==> config.mk <==
export PLATFORM = sky130hd
export DESIGN_NAME = p_toggle_req_src
export DESIGN_NICKNAME = d
export VERILOG_FILES = /design/src/rtl/p_toggle_req_src.sv
export SDC_FILE = /design/constraint.sdc
export NUM_CORES = 1
export LEC_CHECK = 0
export BUFFER_PORTS_ARGS = -buffer_cell sky130_fd_sc_hd__buf_2
export CORE_MARGIN = 3
export CORE_UTILIZATION = 55
export DETAILED_ROUTE_END_ITERATION = 12
export PLACE_DENSITY = 0.82
export SLEW_MARGIN = 15
export SYNTH_ARGS = -nofsm -noshare
export SYNTH_HDL_FRONTEND = slang
export SYNTH_SLANG_ARGS = --single-unit
==> constraint.sdc <==
create_clock -name clk -period 2.75 [get_ports clk]
set_input_delay 0.55 -clock clk [delete_from_list [all_inputs] [get_ports clk]]
set_output_delay 0.55 -clock clk [all_outputs]
set_load 0.02 [all_outputs]
==> src/rtl/p_toggle_req_src.sv <==
// Source side of a two-phase (toggle) request crossing: launches one request at a time
// on tog_out/data_out, waits for the synchronized ack toggle, and buffers one extra request.
module p_toggle_req_src #(
  parameter int DW     = 32,
  parameter int TO_W   = 16,
  parameter int TO_CYC = 1024
) (
  input  logic          clk,
  input  logic          clr_,
  input  logic          req_vld,
  input  logic [DW-1:0] req_data,
  output logic          req_rdy,
  output logic          tog_out,
  output logic [DW-1:0] data_out,
  input  logic          ack_tog_sync,
  output logic          busy,
  output logic          done_pls,
  output logic          err_ack,
  output logic          err_to
);

  typedef enum logic [0:0] {
    IDLE     = 1'b0,
    WAIT_ACK = 1'b1
  } state_t;

  localparam bit            TO_EN  = (TO_CYC != 0);
  localparam logic [TO_W-1:0] TO_LIM = TO_W'(TO_CYC);
  // With the timeout disabled the counter simply parks at all-ones instead of wrapping.
  localparam logic [TO_W-1:0] TO_SAT = TO_EN ? TO_LIM : {TO_W{1'b1}};
  localparam logic [TO_W-1:0] TO_ONE = {{(TO_W-1){1'b0}}, 1'b1};

  state_t          state_r, state_s;
  logic            tog_r, tog_s;
  logic [DW-1:0]   data_r, data_s;
  logic            skid_vld_r, skid_vld_s;
  logic [DW-1:0]   skid_data_r, skid_data_s;
  logic            rdy_r, rdy_s;
  logic            busy_r, busy_s;
  logic            done_r, done_s;
  logic            err_ack_r, err_ack_s;
  logic            err_to_r, err_to_s;
  logic [TO_W-1:0] cnt_r, cnt_s;

  logic            match_s;
  logic            accept_s;
  logic            ack_s;
  logic            can_launch_s;
  logic            launch_s;
  logic [DW-1:0]   launch_data_s;

  // Handshake decode, launch selection, skid routing and next-state computation.
  always_comb begin
    state_s       = state_r;
    tog_s         = tog_r;
    data_s        = data_r;
    skid_vld_s    = skid_vld_r;
    skid_data_s   = skid_data_r;
    err_ack_s     = err_ack_r;
    err_to_s      = err_to_r;
    cnt_s         = cnt_r;
    launch_s      = 1'b0;
    launch_data_s = data_r;

    match_s      = (ack_tog_sync == tog_r);
    accept_s     = req_vld && rdy_r;
    ack_s        = (state_r == WAIT_ACK) && match_s;
    // A launch is legal whenever the previous toggle has been returned.
    can_launch_s = ack_s || ((state_r == IDLE) && match_s);

    // The skid entry is older than anything accepted now, so it always goes first.
    if (can_launch_s && skid_vld_r) begin
      launch_s      = 1'b1;
      launch_data_s = skid_data_r;
      skid_vld_s    = 1'b0;
    end else if (can_launch_s && accept_s) begin
      launch_s      = 1'b1;
      launch_data_s = req_data;
    end else if (accept_s) begin
      skid_vld_s  = 1'b1;
      skid_data_s = req_data;
    end else begin
      skid_vld_s = skid_vld_r;
    end

    case (state_r)
      IDLE: begin
        if (!match_s) begin
          err_ack_s = 1'b1;
        end else begin
          err_ack_s = err_ack_r;
        end
        if (launch_s) begin
          state_s = WAIT_ACK;
        end else begin
          state_s = IDLE;
        end
      end
      WAIT_ACK: begin
        if (launch_s) begin
          state_s = WAIT_ACK;
        end else if (ack_s) begin
          state_s = IDLE;
        end else begin
          state_s = WAIT_ACK;
        end
      end
      default: begin
        state_s = IDLE;
      end
    endcase

    if (launch_s) begin
      tog_s  = ~tog_r;
      data_s = launch_data_s;
      cnt_s  = {TO_W{1'b0}};
    end else if ((state_r == WAIT_ACK) && (cnt_r != TO_SAT)) begin
      cnt_s = cnt_r + TO_ONE;
    end else begin
      cnt_s = cnt_r;
    end

    // The timeout only flags; the block keeps waiting for the ack regardless.
    if (TO_EN && (cnt_s == TO_LIM) && !launch_s) begin
      err_to_s = 1'b1;
    end else begin
      err_to_s = err_to_r;
    end

    rdy_s  = !skid_vld_s;
    busy_s = (state_s == WAIT_ACK);
    done_s = ack_s;
  end

  // State and output registers.
  always_ff @(posedge clk or negedge clr_) begin
    if (!clr_) begin
      state_r     <= IDLE;
      tog_r       <= 1'b0;
      data_r      <= {DW{1'b0}};
      skid_vld_r  <= 1'b0;
      skid_data_r <= {DW{1'b0}};
      rdy_r       <= 1'b1;
      busy_r      <= 1'b0;
      done_r      <= 1'b0;
      err_ack_r   <= 1'b0;
      err_to_r    <= 1'b0;
      cnt_r       <= {TO_W{1'b0}};
    end else begin
      state_r     <= state_s;
      tog_r       <= tog_s;
      data_r      <= data_s;
      skid_vld_r  <= skid_vld_s;
      skid_data_r <= skid_data_s;
      rdy_r       <= rdy_s;
      busy_r      <= busy_s;
      done_r      <= done_s;
      err_ack_r   <= err_ack_s;
      err_to_r    <= err_to_s;
      cnt_r       <= cnt_s;
    end
  end

  assign req_rdy  = rdy_r;
  assign tog_out  = tog_r;
  assign data_out = data_r;
  assign busy     = busy_r;
  assign done_pls = done_r;
  assign err_ack  = err_ack_r;
  assign err_to   = err_to_r;

endmodule

**Word-level counts from Yosys, hierarchy flattened**

Index checks and enable logic that the tools add are counted.
Widths: inputs -> output; s select.

- Register bits: 87
- Word-level logic and storage cells: 46

- Add/sub/neg operators: 1
- Eq/ne operators: 3
- Multiplexer cells: 13
- Bitwise operators: 5
- Reductions and logical operators: 14

Operators with widths:

| operator | number |
|---|---|
| $mux 32 | 2 |
| $mux 16 | 2 |
| $add 16x1->16 const B | 1 |
| $eq 16x11->1 const B | 1 |
| $ne 16x11->1 const B | 1 |
| $mux 1 | 8 |
| $logic_and 1x1->1 | 7 |
| $not 1->1 | 5 |
| $reduce_and 2->1 | 2 |
| $reduce_and 3->1 | 1 |
| $logic_not 1->1 | 2 |
| $pmux 1 s2 | 1 |
| $reduce_bool 2->1 | 1 |
| $eq 1x1->1 | 1 |
| $logic_or 1x1->1 | 1 |

**Depth between registers and ports, before layout**

- Word-level depth: 9
- Mapped depth: 7
- Gate-level depth less buffers: 7

**Worst setup path before layout**

Ideal clock, no wire load.

- Path kind: flip-flop to flip-flop
- Start: register cnt_r[0]
- End: register err_to_r (netlist: err_to)
- Setup time: 103 ps
- Data arrival time: 2059 ps
- Required time: 2647 ps
- Setup slack: 587 ps
- Stages on the path, launching flop included: 8
- Path buffers: 0
- Path through: dfrtp_1 -> inv_1 -> ha_1 -> or4b_4 -> or4_1 -> nand2_1 -> o2111ai_1 -> o41ai_2

- Cells in the longest elaborated chain, start to end: 6
- Elaborated cells between the ends (all ways): 7
- Those cells by class: add/sub (1); eq/ne (2); mux (2); reduce/logical (2)

Ends and longest elaborated chain:

| item | RTL line | source |
|---|---|---|
| start: declaration | 43 | `logic [TO_W-1:0] cnt_r, cnt_s;` |
| start signal: assignment | 148 | `cnt_r <= {TO_W{1'b0}};` |
| start signal: assignment | 160 | `cnt_r <= cnt_s;` |
| parallel branches: the longest is 2 deep, another holds $add 16x1->16 | - |  |
| $mux 16 * | 117 | `end else if ((state_r == WAIT_ACK) && (cnt_r != TO_SAT)) begin` |
| $mux 16 * | 113 | `if (launch_s) begin` |
| $eq 16x11->1 * | 124 | `if (TO_EN && (cnt_s == TO_LIM) && !launch_s) begin` |
| $logic_and 1x1->1 * | 124 |  |
| end signal: assignment | 159 | `err_to_r <= err_to_s;` |
| end: declaration | 42 | `logic err_to_r, err_to_s;` |

Mark *: on every way between the ends.
A chain may end at the register's enable or synchronous reset.

**Worst setup path after layout**

Ends and elaborated chain as after synthesis.

==> results.md <==
- Net Sw Power: 0.00209 W
- Worst path bufs/invs: 1
- CP max stage cell: or4b_4
- Clock Power Share: 19.5%
- Area of the mapped netlist: 0.00399 mm^2
- DRC: 0
- Top cells by instance count after synthesis: dfrtp_1 (86), nor2_1 (51), a21oi_1 (40)
- Die Span X: 91.1 um
- Die ar.: 0.00831 mm^2
- Maxcap violations: 0
- Slowest cell delay on critical path: 490 ps
- Placed cell count: 508
- Crit path depth: 7
- Drt first pass iters: 4
- # rows: 30
- Ys async rst share: 100%
- Clock sinks: 87
- Achievable clock frequency: 435 MHz
- YS warnings: 0
- Post-CTS Setup Inserts: 0
- Min Tclk post-route: 2300 ps
- GRT Overall Usage: 20.2%
- Worst R2R Setup Slack: 450 ps
- Tcrit/Tclk final: 83.6%
- Critical-path cell list: inv_1, ha_1, or4b_4, o41ai_4, mux2_1, o2111ai_1, o41ai_2
- Slew Viols, Final: 0
- First-pass GRT wire length: 13600 um
- Total CTS buffers: 9
- Unrepaired setup endpoints after global routing: false
- Post-synth cell types: 43
- Slew headroom: 39.6%
- Endpoints failing setup: 0
- Clock Tree Root: clkbuf_8
- CTS tree: built
- Synth-to-layout area growth: 17.5%
- Outcome: completed
- Kind of critical path: register to register
- Clk slew on worst S/H paths: 90 ps
- Syn Nets: 392
- Internal power: 0.00339 W
- CP Launch Type: register
- Final #Nets: 461
- Primary FF master, synth: dfrtp_1
- Peak supply drop: 0.601 mV
- Filler cells: 543
- I/O pin count: 74
- Final instance area: 0.00469 mm^2
- Clock Tree Buf Depth: 2
- Initial antenna violation count: 0
- Design Power: 0.00549 W
- Vias in the first global route: 2908
- Post_cts resized: 0
- Max FO, Critical Path: 6
- Routed vias/inst: 5.48
- Placed instance area: 0.00445 mm^2
- Slew of the pin with the lowest slew margin: 906 ps
- Synth area leader: dfrtp_1
- Top-count cell post-synth: dfrtp_1
- Hold WS: 313 ps
- Required time worst endpoint: 3010 ps
- Hold Crit Class: input pin to async pin
- Gate Count Post-Synth: 354
- Total gr overflow: 0
- CP top delay family: compound AO/OA/AOI/OAI gates
- Top cells by area, synth: dfrtp_1 (54%), mux2_2 (9.0%), mux2i_1 (8.5%)
- CP arrival: 2550 ps
- Path depth of the worst reg2reg path: 7
- Setup TNS: 0 ps
- PwrDens: 1170 mW/mm^2
- Post-synth EDFFs: 0
- Routed WL: 7970 um
- Max Clock Skew: 14.2 ps
- I/O Buffers: 73
- Area share of the largest cell type after synthesis: 54.0%
- First DRT Iteration DRCs: 168
- Vias: 2864
- Detail Route Antenna Nets: 0
- Worst R2R Start: cnt_r[0]
- Final GP Congestion: 0.818
- Combinational share of power: 41.3%
- R2r endpoint: err_to
- Non-Filler Instances: 523
- Hold-fix buffers at CTS: 0
- Core box area: 0.00691 mm^2
- Share of layout cells above drive strength 1: 33.3%
- Seq/Total Area, Yosys: 54.6%
- Largest net degree at the start of global routing: 75
- CTS HTree Levels: 3
- WL per Instance: 15.2 um
- Die height: 91.1 um
- N_diodes: 0
- Clock latency on the worst-skew pair: 360 ps
- Hpwl dp: 5390 um
- Sw Ratio: 38.1%
- Seq cells post-synth: 87
- Avg Inst Size Synth: 11.3 um^2
- Seq pwr share: 39.3%
- Initial core utilization: 57.7%
- Setup crit end kind: register
- Pleak: 2.06 nW
- Fin. Hold Viols: 0
[how the worst max path moves through the flow]
| stage | startpoint | end | slack (ps) |
|---|---|---|---|
| 2_1_floorplan | cnt_r[0] | err_to | 590 |
| 3_3_place_gp | cnt_r[0] | err_to | 540 |
| 3_5_place_dp | cnt_r[0] | err_to | 460 |
| 4_1_cts | cnt_r[0] | err_to | 450 |
| 5_1_grt | cnt_r[0] | err_to | 320 |
| 6_report | cnt_r[0] | err_to | 450 |
[cells by family (layout without fill, tap and decap cells)]
| logic type | Yosys count | count (layout) | synth area share [%] |
|---|---|---|---|
| buffers and inverters | 28 | 101 | 2.89 |
| AOI/OAI and AO/OA | 53 | 53 | 8.35 |
| muxes | 67 | 67 | 17.9 |
| and+or+nand+nor | 102 | 102 | 12.4 |
| DFF | 87 | 87 | 54.6 |
| xor gates and xnor gates | 15 | 15 | 3.29 |
| adders and majority gates | 2 | 2 | 0.627 |
[stage by stage]
stage / setup slack [ps] / util, %
floorplan: 587 / -
global placement: 537 / 64.4
detailed placement: 462 / 64.4
CTS: 447 / 67.9
global route: 317 / 67.9
finish: 452 / 67.9
[worst register-to-register path: stages (launching register included)]
cell and delay [ps]:
dfrtp_1 440, inv_1 120, ha_1 150, or4b_4 490, o41ai_4 370, mux2_1 190
o2111ai_1 120, o41ai_2 330
[power by group through the flow]
stage | Sequential, W | Clock [W] | Combinational [W]
2_1_floorplan | 0.00241 | 0 | 0.00138
3_3_place_gp | 0.00214 | 0 | 0.00220
3_5_place_dp | 0.00218 | 0 | 0.00228
4_1_cts | 0.00216 | 0.00108 | 0.00230
5_1_grt | 0.00223 | 0.00113 | 0.00249
6_report | 0.00215 | 0.00107 | 0.00227
[layout make-up]
cell class | count | area, um^2 | area share (%)
repair buffers | 80 | 420 | 8.97
inverters | 6 | 22.5 | 0.481
flip-flops and latches | 87 | 2180 | 46.5
clock inverters | 6 | 118 | 2.51
clock buffers | 9 | 124 | 2.64
multi-input cells | 239 | 1700 | 36.3
well taps | 96 | 120 | 2.56
[metal layers]
layer / vias up / global-route usage (%) / share of wire, %
li1: 1385 / - / -
met1: 1408 / 25.8 / 43
met2: 59 / 34.0 / 51
met3: 12 / 3.48 / 3.8
met4: 0 / 8.42 / 1.9
met5: - / 0 / 0
[cell usage in the layout, fill, tap and decap left out, drive strengths merged, types with 3 or more instances in the layout]
cell     n
buf     80
mux2    33
or2      4
nor3     4
dfrtp   86
nand2   13
nor2    51
bufinv   3
xnor2   11
xor2     4
clkbuf   9
a21oi   40
or4      3
nor4     4
mux2i   34
nand4    8
nand3    5
inv      8
No activity file was read; power rests on OpenSTA's default activity.
